**src/rtl/pipe_hazard_ctrl_if.sv**
```systemverilog
// Pipeline hazard bundle: ID/EX/MEM hazard observations from the datapath
// and the per-register stall/bubble controls plus PC hold back to it.
interface pipe_hazard_ctrl_if;
  logic [4:0] i_ID_rs;
  logic [4:0] i_ID_rt;
  logic       i_ID_uses_rs;
  logic       i_ID_uses_rt;
  logic       i_ID_jump;
  logic       i_EX_Mem2Reg;
  logic       i_EX_RegWrite;
  logic [4:0] i_EX_RegAddrW;
  logic       i_EX_branch_taken;
  logic       i_MEM_req;
  logic       i_MEM_ready;

  logic       o_pc_stall;
  logic       o_IFID_stall;
  logic       o_IFID_bubble;
  logic       o_IDEX_stall;
  logic       o_IDEX_bubble;
  logic       o_EXMEM_stall;
  logic       o_EXMEM_bubble;
  logic       o_MEMWB_stall;
  logic       o_MEMWB_bubble;

  // Datapath side: reports hazards, obeys stall/bubble controls
  modport master (
    output i_ID_rs, i_ID_rt, i_ID_uses_rs, i_ID_uses_rt, i_ID_jump,
    output i_EX_Mem2Reg, i_EX_RegWrite, i_EX_RegAddrW, i_EX_branch_taken,
    output i_MEM_req, i_MEM_ready,
    input  o_pc_stall, o_IFID_stall, o_IFID_bubble, o_IDEX_stall, o_IDEX_bubble,
    input  o_EXMEM_stall, o_EXMEM_bubble, o_MEMWB_stall, o_MEMWB_bubble
  );

  // Hazard controller side
  modport slave (
    input  i_ID_rs, i_ID_rt, i_ID_uses_rs, i_ID_uses_rt, i_ID_jump,
    input  i_EX_Mem2Reg, i_EX_RegWrite, i_EX_RegAddrW, i_EX_branch_taken,
    input  i_MEM_req, i_MEM_ready,
    output o_pc_stall, o_IFID_stall, o_IFID_bubble, o_IDEX_stall, o_IDEX_bubble,
    output o_EXMEM_stall, o_EXMEM_bubble, o_MEMWB_stall, o_MEMWB_bubble
  );
endinterface

```
**src/rtl/pipe_hazard_ctrl.sv**
```systemverilog
// Central stall/bubble sequencer for the 5-stage pipeline: load-use stalls,
// taken-branch/jump flushes, data-memory wait freezes with timeout halt,
// and a saturating count of PC-hold cycles.
module pipe_hazard_ctrl #(
  parameter int unsigned MEM_TIMEOUT = 16,
  parameter int unsigned CNT_W       = 16
) (
  input  logic             clk,
  input  logic             rst,
  pipe_hazard_ctrl_if.slave hz,
  output logic             o_halted,
  output logic             o_mem_err,
  output logic [CNT_W-1:0] o_stall_cnt
);

  localparam int unsigned WC_W = $clog2(MEM_TIMEOUT + 1);

  typedef enum logic [1:0] {RUN, MEM_WAIT, HALT} state_e;

  state_e           state_q, state_d;
  logic [WC_W-1:0]  wait_cnt_q, wait_cnt_d;
  logic             mem_err_q, mem_err_d;
  logic [CNT_W-1:0] stall_cnt_q, stall_cnt_d;

  logic load_use;
  logic mem_freeze;
  logic do_freeze;
  logic do_flow;
  logic do_halt;

  // Controls in order: pc, IFID s/b, IDEX s/b, EXMEM s/b, MEMWB s/b
  logic [8:0] ctl;

  // Hazard detection terms from the current pipeline contents
  always_comb begin
    load_use = hz.i_EX_Mem2Reg & hz.i_EX_RegWrite & (hz.i_EX_RegAddrW != 5'd0) &
               ((hz.i_ID_uses_rs & (hz.i_ID_rs == hz.i_EX_RegAddrW)) |
                (hz.i_ID_uses_rt & (hz.i_ID_rt == hz.i_EX_RegAddrW)));
    mem_freeze = hz.i_MEM_req & ~hz.i_MEM_ready;
  end

  // Next-state, counters and combinational stall/bubble decode
  always_comb begin
    state_d     = state_q;
    wait_cnt_d  = wait_cnt_q;
    mem_err_d   = mem_err_q;
    stall_cnt_d = stall_cnt_q;
    do_freeze   = 1'b0;
    do_flow     = 1'b0;
    do_halt     = 1'b0;
    ctl         = '0;

    case (state_q)
      RUN: begin
        if (mem_freeze) begin
          do_freeze  = 1'b1;
          state_d    = MEM_WAIT;
          wait_cnt_d = WC_W'(1);
        end else begin
          do_flow = 1'b1;
        end
      end
      MEM_WAIT: begin
        // A dropped request counts as completion so the core cannot deadlock
        if (!mem_freeze) begin
          do_flow    = 1'b1;
          state_d    = RUN;
          wait_cnt_d = '0;
        end else begin
          do_freeze  = 1'b1;
          wait_cnt_d = wait_cnt_q + WC_W'(1);
          if (wait_cnt_q == WC_W'(MEM_TIMEOUT - 1)) begin
            state_d   = HALT;
            mem_err_d = 1'b1;
          end
        end
      end
      HALT: do_halt = 1'b1;
      default: state_d = RUN;
    endcase

    if (do_halt) begin
      ctl = 9'b110101010;
    end else if (do_freeze) begin
      ctl = 9'b110101001;
    end else if (do_flow) begin
      if (hz.i_EX_branch_taken) begin
        ctl = 9'b001010000;
      end else if (load_use) begin
        ctl = 9'b110010000;
      end else if (hz.i_ID_jump) begin
        ctl = 9'b001000000;
      end
    end

    if (rst) begin
      ctl = 9'b001010101;
    end

    if (ctl[8] && (state_q != HALT) && (stall_cnt_q != '1)) begin
      stall_cnt_d = stall_cnt_q + CNT_W'(1);
    end
  end

  // State and counter registers with synchronous reset
  always_ff @(posedge clk) begin
    if (rst) begin
      state_q     <= RUN;
      wait_cnt_q  <= '0;
      mem_err_q   <= 1'b0;
      stall_cnt_q <= '0;
    end else begin
      state_q     <= state_d;
      wait_cnt_q  <= wait_cnt_d;
      mem_err_q   <= mem_err_d;
      stall_cnt_q <= stall_cnt_d;
    end
  end

  assign hz.o_pc_stall     = ctl[8];
  assign hz.o_IFID_stall   = ctl[7];
  assign hz.o_IFID_bubble  = ctl[6];
  assign hz.o_IDEX_stall   = ctl[5];
  assign hz.o_IDEX_bubble  = ctl[4];
  assign hz.o_EXMEM_stall  = ctl[3];
  assign hz.o_EXMEM_bubble = ctl[2];
  assign hz.o_MEMWB_stall  = ctl[1];
  assign hz.o_MEMWB_bubble = ctl[0];

  assign o_halted    = (state_q == HALT);
  assign o_mem_err   = mem_err_q;
  assign o_stall_cnt = stall_cnt_q;

endmodule

```
**src/flat_wrapper.sv**
```systemverilog
// flat-port wrapper written by rule: the top's interface ports become plain ports
module pipe_hazard_ctrl_flat 
#(
  parameter int unsigned MEM_TIMEOUT = 16,
  parameter int unsigned CNT_W       = 16
)
  (clk, rst, o_halted, o_mem_err, o_stall_cnt, hz_i_ID_rs, hz_i_ID_rt, hz_i_ID_uses_rs, hz_i_ID_uses_rt, hz_i_ID_jump, hz_i_EX_Mem2Reg, hz_i_EX_RegWrite, hz_i_EX_RegAddrW, hz_i_EX_branch_taken, hz_i_MEM_req, hz_i_MEM_ready, hz_o_pc_stall, hz_o_IFID_stall, hz_o_IFID_bubble, hz_o_IDEX_stall, hz_o_IDEX_bubble, hz_o_EXMEM_stall, hz_o_EXMEM_bubble, hz_o_MEMWB_stall, hz_o_MEMWB_bubble);
  pipe_hazard_ctrl_if hz_i ();
  input  logic clk;
  input  logic rst;
  output logic o_halted;
  output logic o_mem_err;
  output logic [CNT_W-1:0] o_stall_cnt;
  input wire logic [$bits(hz_i.i_ID_rs)-1:0] hz_i_ID_rs;
  input wire logic [$bits(hz_i.i_ID_rt)-1:0] hz_i_ID_rt;
  input wire logic [$bits(hz_i.i_ID_uses_rs)-1:0] hz_i_ID_uses_rs;
  input wire logic [$bits(hz_i.i_ID_uses_rt)-1:0] hz_i_ID_uses_rt;
  input wire logic [$bits(hz_i.i_ID_jump)-1:0] hz_i_ID_jump;
  input wire logic [$bits(hz_i.i_EX_Mem2Reg)-1:0] hz_i_EX_Mem2Reg;
  input wire logic [$bits(hz_i.i_EX_RegWrite)-1:0] hz_i_EX_RegWrite;
  input wire logic [$bits(hz_i.i_EX_RegAddrW)-1:0] hz_i_EX_RegAddrW;
  input wire logic [$bits(hz_i.i_EX_branch_taken)-1:0] hz_i_EX_branch_taken;
  input wire logic [$bits(hz_i.i_MEM_req)-1:0] hz_i_MEM_req;
  input wire logic [$bits(hz_i.i_MEM_ready)-1:0] hz_i_MEM_ready;
  output wire logic [$bits(hz_i.o_pc_stall)-1:0] hz_o_pc_stall;
  output wire logic [$bits(hz_i.o_IFID_stall)-1:0] hz_o_IFID_stall;
  output wire logic [$bits(hz_i.o_IFID_bubble)-1:0] hz_o_IFID_bubble;
  output wire logic [$bits(hz_i.o_IDEX_stall)-1:0] hz_o_IDEX_stall;
  output wire logic [$bits(hz_i.o_IDEX_bubble)-1:0] hz_o_IDEX_bubble;
  output wire logic [$bits(hz_i.o_EXMEM_stall)-1:0] hz_o_EXMEM_stall;
  output wire logic [$bits(hz_i.o_EXMEM_bubble)-1:0] hz_o_EXMEM_bubble;
  output wire logic [$bits(hz_i.o_MEMWB_stall)-1:0] hz_o_MEMWB_stall;
  output wire logic [$bits(hz_i.o_MEMWB_bubble)-1:0] hz_o_MEMWB_bubble;
  assign hz_i.i_ID_rs = hz_i_ID_rs;
  assign hz_i.i_ID_rt = hz_i_ID_rt;
  assign hz_i.i_ID_uses_rs = hz_i_ID_uses_rs;
  assign hz_i.i_ID_uses_rt = hz_i_ID_uses_rt;
  assign hz_i.i_ID_jump = hz_i_ID_jump;
  assign hz_i.i_EX_Mem2Reg = hz_i_EX_Mem2Reg;
  assign hz_i.i_EX_RegWrite = hz_i_EX_RegWrite;
  assign hz_i.i_EX_RegAddrW = hz_i_EX_RegAddrW;
  assign hz_i.i_EX_branch_taken = hz_i_EX_branch_taken;
  assign hz_i.i_MEM_req = hz_i_MEM_req;
  assign hz_i.i_MEM_ready = hz_i_MEM_ready;
  assign hz_o_pc_stall = hz_i.o_pc_stall;
  assign hz_o_IFID_stall = hz_i.o_IFID_stall;
  assign hz_o_IFID_bubble = hz_i.o_IFID_bubble;
  assign hz_o_IDEX_stall = hz_i.o_IDEX_stall;
  assign hz_o_IDEX_bubble = hz_i.o_IDEX_bubble;
  assign hz_o_EXMEM_stall = hz_i.o_EXMEM_stall;
  assign hz_o_EXMEM_bubble = hz_i.o_EXMEM_bubble;
  assign hz_o_MEMWB_stall = hz_i.o_MEMWB_stall;
  assign hz_o_MEMWB_bubble = hz_i.o_MEMWB_bubble;
  pipe_hazard_ctrl #(.MEM_TIMEOUT(MEM_TIMEOUT), .CNT_W(CNT_W)) u_core (.clk(clk), .rst(rst), .hz(hz_i), .o_halted(o_halted), .o_mem_err(o_mem_err), .o_stall_cnt(o_stall_cnt));
endmodule
```
**config.mk**
```make
export PLATFORM = sky130hd
export DESIGN_NAME = pipe_hazard_ctrl_flat
export DESIGN_NICKNAME = d
export VERILOG_FILES = /design/src/rtl/pipe_hazard_ctrl_if.sv /design/src/rtl/pipe_hazard_ctrl.sv /design/src/flat_wrapper.sv
export SDC_FILE = /design/constraint.sdc
export NUM_CORES = 1
export LEC_CHECK = 0
export ABC_AREA = 1
export CAP_MARGIN = 20
export CORE_MARGIN = 1.5
export CORE_UTILIZATION = 35
export CTS_CLUSTER_SIZE = 8
export DETAILED_ROUTE_END_ITERATION = 8
export GPL_ROUTABILITY_DRIVEN = 0
export HOLD_SLACK_MARGIN = 0.12
export SLEW_MARGIN = 20
export SYNTH_ARGS = -nofsm -noshare
export SYNTH_HDL_FRONTEND = slang
export SYNTH_SLANG_ARGS = --single-unit
```
**constraint.sdc**
```tcl
create_clock -name clk -period 5.9 [get_ports clk]
set_clock_uncertainty 0.2 [all_clocks]
set_input_delay 0.885 -clock clk [delete_from_list [all_inputs] [get_ports clk]]
set_output_delay 0.885 -clock clk [all_outputs]
set_load 0.03 [all_outputs]
```
== Word level (Yosys, flattened, before mapping) ==
Index checks and enable logic that the tools add are counted.

* Logic and storage cells: 52
* Output and inout port bits: 27
* Bits in registers: 24

* $add $sub $neg: 2
* Bitwise operators: 9
* Eq/ne operators: 9
* Reductions and logical operators: 9
* Multiplexer cells: 19

{| class="wikitable"
|+ Operators with widths
! kind !! number
|-
| 9-bit 2-to-1 mux || 6
|-
| 16-bit by 1-bit adder with 16-bit output, second input constant || 1
|-
| 16-bit inequality test, second input constant || 1
|-
| 5-bit == test || 2
|-
| 5-bit 2-to-1 mux || 2
|-
| 5-bit case mux with 2 select lines || 1
|-
| 7-bit 2-to-1 mux || 1
|-
| 1-bit bitwise AND || 6
|-
| 2-bit 2-to-1 mux || 3
|-
| 2-bit case mux with 3 select lines || 1
|-
| 3-bit AND reduction || 2
|-
| 5-bit by 1-bit adder with 5-bit output, second input constant || 1
|-
| 5-bit by 4-bit == test with 1-bit output, second input constant || 1
|-
| 1-bit 2-to-1 mux || 5
|-
| 5-bit nonzero test || 1
|-
| 3-bit inequality test, second input constant || 1
|-
| 2-bit by 1-bit == test with 1-bit output, second input constant || 1
|-
| 2-bit == test, second input constant || 1
|-
| 1-bit logical AND || 2
|-
| 2-bit zero test || 1
|-
| 2-bit by 1-bit inequality test with 1-bit output, second input constant || 1
|-
| 2-bit inequality test, second input constant || 1
|-
| 1-bit inverter || 2
|-
| 2-bit AND reduction || 1
|-
| other kinds (3) || 3
|}

== Logic depth before layout (Yosys ltp) ==
Gate-level depths: netlist of the first run.

* Depth in word-level cells: 12
* Mapped depth: 12
* Gate-level depth less buffers: 12

== Least setup slack after synthesis of the first run ==
No wires, ideal clock.

* Path kind: input-to-output
* From: input rst
* To: output hz_o_pc_stall
* Arrival: 2.034 ns
* Stages: 6
* Slack: 2.781 ns
* Required time: 4.815 ns
* Cell sequence: clkbuf_1 -> nor4_1 -> nand3_1 -> nand2_2 -> buf_2 -> buf_4

* Cells in the longest elaborated chain, start to end: 1

{| class="wikitable"
|+ Ends and longest elaborated chain
! element !! line !! text
|-
| start, declared || flat_wrapper.sv:10 || <nowiki>input logic rst;</nowiki>
|-
| 9-bit 2-to-1 mux || pipe_hazard_ctrl.sv:96 || <nowiki>if (rst) begin</nowiki>
|-
| end, declared || flat_wrapper.sv:25 || <nowiki>output wire logic [$bits(hz_i.o_pc_stall)-1:0] hz_o_pc_stall;</nowiki>
|}

No other way between the ends.

== Worst setup path in the final report of the first run ==
Ends and elaborated chain as after synthesis.

==> results.toml, run 1 <==
[logic_synthesis]
synth_nets = 295
yosysWarnings = 0
synth.most_common_cell = "nand2_1"
netlist_instances = 267
synth_edf_count = 0
ys.flop_type = "dfxtp_1"
yosysTopAreaCell = "dfxtp_1"
yosysSeqAreaShare_pct = 28.3
synthTopCellsByArea = "dfxtp_1 28%, nand2_1 17%, inv_1 7.7%"
yosysTopAreaCellShare_pct = 28.3
ys_ff_latch = 24
synth_area_um2 = 1700
synthArstFlopShare_pct = 0
synth_cell_types = 29
syn_area_per_cell_um2 = 6.36
synthTopCellsByCount = "78 x nand2_1, 35 x inv_1, 28 x nor2_1"

[route]
postRouteAntennaNets = 0
vias_per_cell = 4.90
wl_met3_um = 305
routed_wl_mm = 4.33
dr.max_layer_used = "met4"
drt_iter0_drc = 91
drc = 0
vias = 1797
wl_met2_mm = 1.80
wire_per_inst_um = 11.8
firstDrtPassIters = 4
drt-met1-wl_mm = 2.19

[grt]
gr-total-overflow = 0
grt_pass1_vias = 1631
grt_use_total_pct = 16.8
grt_max_degree = 27
grt_antenna_before_repair = 0
grt_pass1_wl_mm = 7.15

[setup_path]
crit_chain = "clkdlybuf4s50_1 -> buf_4 -> inv_1 -> o21ai_1 -> nand2_2 -> clkdlybuf4s50_1"
crit_buf_inv = 4
crit_path_start_kind = "primary input"
slowest_delay_ns = 0.70
critPathKind = "primary input to output pin"
reg2reg_from = "u_core.o_stall_cnt[0]$_SDFFE_PP0P_"
cp_slowest_cell = "clkdlybuf4s50_1"
arrival_ns = 3.07
cp_common_cell = "clkdlybuf4s50_1"
critPathLaunch = "rst"
crit_path_end_kind = "output pin"
path_max_fanout = 26
worstPathRequired_ns = 4.82
path_delay_family = "buffers and inverters"

[clocking]
cts_buffers = 3
cts.htree.levels = 1
clock_sinks = 24
cts-hold-fix-buffers = 0
clockBufferDepth = 2
root_buffer = "clkbuf_8"
ctsResizeCount = 0
insertion_delay_ns = 0.27
clkTransAtPathRegs_ns = 0.09
cts_tree = "yes"
cts_setup_buffers = 0

[sta]
fin_ws_ns = 1.74
setup_viol = 0
slew_violations = 0
rsz0062_at_grt = "false"
final.setup.tns_ns = 0
hold_viol = 0
max_freq_ghz = 0.240
layout_min_cycle_time_ns = 4.16
fin_crit_sh_pct = 70.5
max_slew.worst_pin.slew_ns = 0.395
slew-limit-headroom_pct = 73.6

[final_layout]
area_growth_pct = 34.3
drive_above_1_share_pct = 9.27
fillers = 490
diodes = 0
fin_nets = 342

[floorplanning]
rows = 25
fp.dieW_um = 72.7
ios = 52
fp.dieH_um = 72.7
die_area_um2 = 5280
initial_utilization_pct = 36.2
core_um2 = 4690

[place]
dp_hpwl_mm = 3.08
numPortBuffers = 51
pre_cts_ws_ns = 1.75

[power_and_ir_drop]
p_per_area_nw_per_um2 = 150
peakVddDrop_uv = 135
leakage_nw = 0.928

[outcome]
status = "complete, no violations"

[worst_hold_path]
hold_path.class = "flip-flop to flip-flop"
hp-start = "u_core.wait_cnt_q[4]$_SDFFE_PP0P_"

[flow_run]
cap_violations = 0
==> area by class of cell <==
type / instances / area [um2] / share of cell area [%]
timing repair buffer: 52 / 518 / 22.7
sequential: 24 / 480 / 21.1
inverter: 42 / 158 / 6.92
tap: 54 / 67.6 / 2.96
clock buffer: 4 / 55.1 / 2.41
multi-input combinational: 191 / 1000 / 43.9
==> metal layers <==
layer / vias up / global-route usage, %
met5: - / 0
met2: 58 / 27.2
met4: 0 / 2.94
met3: 4 / 4.14
li1: 941 / -
met1: 794 / 22.9
==> placed cells by master, fill, tap and decap left out, types with 2 or more instances in the layout <==
cell type / count
a21oi_1: 12
a21oi_2: 9
clkbuf_8: 4
clkdlybuf4s50_1: 51
dfxtp_1: 24
ha_1: 3
inv_1: 35
inv_2: 7
nand2_1: 78
nand2_2: 2
nand3_1: 12
nand4_1: 17
nor2_1: 28
nor3_1: 5
o21ai_0: 3
xnor2_1: 4
xor2_1: 8
==> worst min-delay path, stage by stage (launching register included) <==
cell and delay (ns):
dfxtp_1 0.32, nand2_1 0.06, a21oi_1 0.05
==> stage by stage <==
| stage | power, mW | utilization (%) | hold WS (ns) | cell area [um2] | instances |
|---|---|---|---|---|---|
| detailed placement | 0.230 | 47.4 | 0.249 | 2220 | 363 |
| global route | 0.360 | 48.6 | 0.312 | 2280 | 367 |
| CTS | 0.347 | 48.6 | 0.272 | 2280 | 367 |
| floorplan | 0.201 | - | 0.239 | 1700 | 267 |
| finish | 0.341 | 48.6 | 0.267 | 2280 | 367 |
| global placement | 0.230 | 47.4 | 0.249 | 2220 | 363 |
==> kinds of logic (layout without fill, tap and decap cells) <==
| logic type | count (synthesis) | in the layout | synth area share (%) |
|---|---|---|---|
| buffers and inverters | 52 | 98 | 12.7 |
| AOI/OAI and AO/OA | 27 | 27 | 10.2 |
| DFF | 24 | 24 | 28.3 |
| and+or+nand+nor | 149 | 149 | 40.3 |
| xor gates and xnor gates | 12 | 12 | 6.19 |
| adders and majority gates | 3 | 3 | 2.21 |
==> worst paths after layout <==
check | cells past startpoint | end | slack [ns]
worst max-delay path | 6 | hz_o_pc_stall | 1.74
worst min-delay path | 2 | u_core.wait_cnt_q[4]$_SDFFE_PP0P_ | 0.27
worst max register to register | 10 | u_core.o_stall_cnt[1]$_SDFFE_PP0P_ | 3.70
worst min register to register | 2 | u_core.wait_cnt_q[4]$_SDFFE_PP0P_ | 0.27
==> sequential cells by signal, summed over array words and instances, names as in the netlist <==
| name | flops |
|---|---|
| u_core.o_mem_err | 1 |
| u_core.o_stall_cnt | 16 |
| u_core.state_q | 2 |
| u_core.wait_cnt_q | 5 |
==> power breakdown <==
part	internal, mW	total [mW]	switching [mW]
logic	0.0285	0.0606	0.0321
registers	0.163	0.166	0.00218
clock network	0.0597	0.115	0.0553
No activity file was read; power rests on OpenSTA's default activity.
==> inputs of run 2 (changes only) <==
Clock period 5.9 ns to 3.9 ns, I/O delays scaled along.
==> run 2 against run 1 <==
Compared with the run above:
- global-route usage rose by 0.57 points
- die area did not move
- final cell count up 0.54%
- register-to-register slack got worse by 2.0 ns
- first-iteration DRC count fell by 20%
- count of clock-buffer cells in the layout did not move
==> results.toml, run 2 (same netlist as run 1, synthesis figures left out) <==
[sta]
slew_violations = 0
hold_viol = 0
slew-limit-headroom_pct = 75.8
max_slew.worst_pin.slew_ns = 0.361
max_freq_ghz = 0.304
setup_viol = 0
layout_min_cycle_time_ns = 3.29
final.setup.tns_ns = 0
hold_slack_ns = 0.262
rsz0062_at_grt = "false"
fin_crit_sh_pct = 84.2

[route]
firstDrtPassIters = 4
drt_iter0_drc = 73
wire_per_inst_um = 11.6
vias = 1755
routed_wl_mm = 4.27
vias_per_cell = 4.76
drc = 0
postRouteAntennaNets = 0

[power_and_ir_drop]
seqPwrFrac_pct = 48.3
p_per_area_nw_per_um2 = 226
power.switching_uw = 136
combPwrFrac_pct = 18.0
peakVddDrop_uv = 176
intPower_uw = 382
p_clk_share_pct = 33.7
switching_share_pct = 26.2
p_total_uw = 518
leakage_nw = 0.938

[place]
numPortBuffers = 51
dp_hpwl_mm = 3.12

[grt]
grt_use_total_pct = 17.3
grt_antenna_before_repair = 0
gr-total-overflow = 0
grtUsageMet2_pct = 26.6
use_met1_pct = 25.0
grt_max_degree = 20
met3_usage_pct = 2.90
grt_pass1_vias = 1542
grt_pass1_wl_mm = 7.26
grt.busiest_layer = "met2"

[clocking]
cts_setup_buffers = 0
clockBufferDepth = 2
root_buffer = "clkbuf_8"
cts-hold-fix-buffers = 0
clock_sinks = 24
cts_tree = "yes"
cts.htree.levels = 1
ctsResizeCount = 0
insertion_delay_ns = 0.27
clkTransAtPathRegs_ns = 0.08
cts_buffers = 3

[worst_hold_path]
hold_depth = 2
hp-start = "u_core.wait_cnt_q[4]$_SDFFE_PP0P_"
holdPathEnd = "u_core.wait_cnt_q[4]$_SDFFE_PP0P_"
hold_path.class = "flip-flop to flip-flop"

[final_layout]
final_common_cell = "nand2_1"
drive_above_1_share_pct = 9.84
final_util_pct = 48.9
fin_nets = 344
area_growth_pct = 35.2
diodes = 0
mostFrequentLayoutCells = "78 x nand2_1, 51 x clkdlybuf4s50_1, 35 x inv_1"
largest_reg_flops = 16

[floorplanning]
fp.dieW_um = 72.7
ios = 52
fp.dieH_um = 72.7
core_um2 = 4690
die_area_um2 = 5280
rows = 25
initial_utilization_pct = 36.2

[setup_path]
crit_path_start_kind = "primary input"
critPathKind = "primary input to output pin"
rr_endpoint = "u_core.o_stall_cnt[9]$_SDFFE_PP0P_"
rr_worst_depth = 9
arrival_ns = 2.50
worstPathRequired_ns = 3.12
reg2reg_from = "u_core.o_stall_cnt[0]$_SDFFE_PP0P_"
path_max_fanout = 3
crit_path_end_kind = "output pin"
reg2reg_slack_ns = 1.71

[flow_run]
cap_violations = 0

[outcome]
status = "complete, no violations"
-- run 2: cell count changes in the layout (fill, tap and decap cells not counted) --
cell,change
buf_4,+2
-- run 2: power groups by stage --
stage / Combinational [mW] / Clock [mW] / Sequential (mW)
finish: 0.0932 / 0.174 / 0.250
global route: 0.104 / 0.194 / 0.251
CTS: 0.0943 / 0.180 / 0.250
detailed placement: 0.0937 / 0 / 0.256
global placement: 0.0935 / 0 / 0.256
floorplan: 0.0469 / 0 / 0.258
-- run 2: critical path, cell delays in order --
cell and delay, ns:
clkdlybuf4s50_1 0.53, inv_2 0.06, nand2_1 0.06, nand2_1 0.05
nor2_1 0.12, nand3_1 0.09, nand2_1 0.08, nand3_1 0.11
nand2_2 0.13, clkdlybuf4s50_1 0.68
-- run 2: routing by layer --
layer  up-vias  part of all wire, %
li1        945                    -
met1       754                   49
met2        52                   43
met3         4                  6.7
met4         0                  1.0
met5         -                    0
-- run 2: per-stage QoR --
| step | cells | cell area, um2 | worst slack, ns |
|---|---|---|---|
| 2_1_floorplan | 267 | 1700 | 1.30 |
| 3_3_place_gp | 365 | 2240 | 0.620 |
| 3_5_place_dp | 365 | 2240 | 0.597 |
| 4_1_cts | 369 | 2290 | 0.587 |
| 5_1_grt | 369 | 2290 | 0.441 |
| 6_report | 369 | 2290 | 0.615 |
-- run 2: layout make-up --
type / count / area, um2
Clock buffer: 4 / 55.1
Tap cell: 54 / 67.6
Fill cell: 504 / 2400
Multi-Input combinational cell: 191 / 1000
Sequential cell: 24 / 480
Inverter: 42 / 158
Timing Repair Buffer: 54 / 533
-- run 2: worst max path at each step --
stage                                        start         endpoint  slack, ns  cells after the start
floorplan           u_core.state_q[1]$_SDFFE_PP0P_    hz_o_pc_stall       1.30                      6
global placement               hz_i_EX_RegAddrW[0]  hz_o_IFID_stall       0.62                     10
detailed placement             hz_i_EX_RegAddrW[0]    hz_o_pc_stall       0.60                     10
CTS                            hz_i_EX_RegAddrW[0]    hz_o_pc_stall       0.59                     10
global route                   hz_i_EX_RegAddrW[0]    hz_o_pc_stall       0.44                     10
finish                         hz_i_EX_RegAddrW[0]    hz_o_pc_stall       0.61                     10
==> patch (settings of run 2) <==
Encoding of `state_e`: now one-hot (3 bits for 3 states).
--- a/src/rtl/pipe_hazard_ctrl.sv
+++ b/src/rtl/pipe_hazard_ctrl.sv
@@ -16,5 +16,5 @@
   localparam int unsigned WC_W = $clog2(MEM_TIMEOUT + 1);
 
-  typedef enum logic [1:0] {RUN, MEM_WAIT, HALT} state_e;
+  typedef enum logic [2:0] {RUN = 3'b001, MEM_WAIT = 3'b010, HALT = 3'b100} state_e;
 
   state_e           state_q, state_d;
Behaviour: same outputs for any inputs over 10 cycles, from zero or initial values and one cycle with rst high; not proved beyond that.
==> patch against run 2 <==
- hold slack worse by 9.2 ps
- sequential cell count increased by 1
- final cell count is 4.3% higher
- first-iteration DRC count is 33% higher
- wire length fell by 1.9%
- area after synthesis up 9.0%
- final area rose by 5.5%
- sequential power is 4% higher
- power shrank 0.58%
- critical path depth is the same
- synthesized cell count unchanged
- worst setup slack improved by 21 ps
- critical endpoint is now hz_o_IDEX_bubble
- largest cell class unchanged
- largest power group unchanged
==> patch: results (changes against run 2) <==
The run finished with clean final reports. The flip-flop count of the largest register, all copies and words added works out to 16 (unchanged). Yosys attributes the largest share of cell area to dfxtp_1 (27%), nand2_1 (12%), inv_1 (7.7%), nand3_1 (5.7%), xor2_1 (5.7%).

The total setup buffers inserted after CTS is 0 (unchanged), and the clock-pin slew reported for the worst setup and hold paths after clock tree synthesis is 80 ps (about the same). The cell family contributing the most delay on the critical path is buffers and inverters. The run gives 0 (unchanged) as the number of antenna violations at the first check in global routing. Largest driver fanout on the critical path: 3 (unchanged). The number of library cell types mapped by synthesis is 29 (unchanged), and the fraction of layout instances using a drive strength above 1 is 0.168 (+0.0698). For the global-route wire length before repair, the log shows 7240 um (-0.28%). The cell sitting at the root of the clock tree is a clkbuf_8. The tools report the total number of yosys warnings as 0 (unchanged). The run gives 3250 um (+4.3%) as the placed wire-length estimate after detailed placement. The number of resized instances in the post-cts repair step came out at 0 (unchanged). The run gives 0.119 mV (-32%) as the maximum vdd ir drop. The cell area reported after detailed placement came out at 2380 um2 (+6.1%). The average wire length per cell after detail routing is 10.9 um (-5.9%), and the number of nets in the layout is 344 (unchanged). The number of global-route vias before repair is 1628 (+5.6%), and the number of buffers inserted by port buffering is 51 (unchanged). The H-tree depth reported by CTS is 1 (unchanged).

For the net count after synthesis, the log shows 295 (unchanged). For the insertion delay to the later sink of the worst-skew pair, the log shows 270 ps (about the same). The static leakage power is 0.000902 uW (-3.9%), and the pin count of the biggest net entering global routing is 20 (unchanged). The register-to-register path setup slack came out at 1690 ps (-20 ps).

The post-synthesis cell type with the largest combined area is dfxtp_1. Proportion of synthesized flip-flops having asynchronous set or reset: 0 (unchanged). For the internal power summed over all cells, the log shows 375 uW (-1.7%).

For the number of iterations in the first detailed-routing pass, the log shows 4 (unchanged). The tools report the global-route usage over all layers as 0.161 (-0.0120). The path class of the tightest hold or removal check is reg -> reg.

The maximum clock path buffer count is 2 (unchanged). Cell at the slowest stage of the critical path: clkdlybuf4s50_1. The logs give 0 (unchanged) for the diode insertion count for antenna repair and 1736 (-1.1%) for the via count. The run gives 0.270 (-0.0125) as the share of synthesized area occupied by flip-flops and latches. The peak per-stage delay on the critical path was 690 ps; the number of violations reported at the end of detailed-routing iteration 0 was 97 (+33%). The number of buffers created by CTS came out at 3 (unchanged). Data arrival time of the worst path: 2480 ps (-20 ps).

Number of fillers in the final layout: 530 (+5.2%). The worst-margin pin slew was 731 ps (+370 ps). In the synthesized netlist, the cells that appear most often are nand2_1 (59), inv_1 (38), dfxtp_1 (25), nor2_1 (25), nand3_1 (21).
patch: layer usage:
| layer | part of all wire | vias to the layer above | track usage |
|---|---|---|---|
| met5 | 0 | - | 0 |
| met1 | 0.46 | 767 | 0.204 |
| met3 | 0.027 | 6 | 0.0344 |
| li1 | - | 935 | - |
| met2 | 0.50 | 28 | 0.286 |
| met4 | 0.0091 | 0 | 0.0298 |
patch: power groups by stage:
stage                     logic (uW)  registers [uW]  clock network, uW
after floorplan                 56.6             267                  0
after global placement          97.7             266                  0
after detailed placement        98.1             267                  0
after CTS                       98.8             261                165
after global routing             108             261                176
final                           97.6             260                157
patch: worst reg2reg max path, delay by kind of cell, from the launching register on:
kind,cells,cell delay (ps)
adder cells (fa/ha/maj),1,240
flip-flops,1,370
AND/OR/NAND/NOR,4,660
AO/OA/AOI/OAI,2,640
patch: cell families after synthesis:
logic type,share of synthesized area
adders and majority gates,0.0203
xor gates and xnor gates,0.0663
AOI/OAI and AO/OA,0.119
and+or+nand+nor,0.398
buffers and inverters,0.126
DFF,0.270
patch: layout make-up:
class,instances,area [um2],share of cell area
Clock buffer,4,45.0,0.0186
Inverter,40,150,0.0620
Multi-Input combinational cell,193,1120,0.461
Sequential cell,25,500,0.207
Tap cell,70,87.6,0.0362
Timing Repair Buffer,53,520,0.215
patch: through the flow:
| step | hold slack, ps | cells | total power, uW | utilization | setup WS (ps) |
|---|---|---|---|---|---|
| after floorplan | 240 | 267 | 324 | - | 1540 |
| after CTS | 263 | 385 | 524 | 0.474 | 635 |
| after global routing | 277 | 385 | 545 | 0.474 | 467 |
| after global placement | 245 | 381 | 364 | 0.465 | 631 |
| after detailed placement | 251 | 381 | 365 | 0.465 | 648 |
| final | 253 | 385 | 515 | 0.474 | 636 |
patch: worst paths after layout:
path                                      start  cells after the start                                 end
min               u_core.o_mem_err$_SDFFE_PP0P_                      2       u_core.o_mem_err$_SDFFE_PP0P_
max                         hz_i_EX_RegAddrW[4]                     10                    hz_o_IDEX_bubble
max reg2reg  u_core.o_stall_cnt[0]$_SDFFE_PP0P_                      7  u_core.o_stall_cnt[1]$_SDFFE_PP0P_
min reg2reg       u_core.o_mem_err$_SDFFE_PP0P_                      2       u_core.o_mem_err$_SDFFE_PP0P_
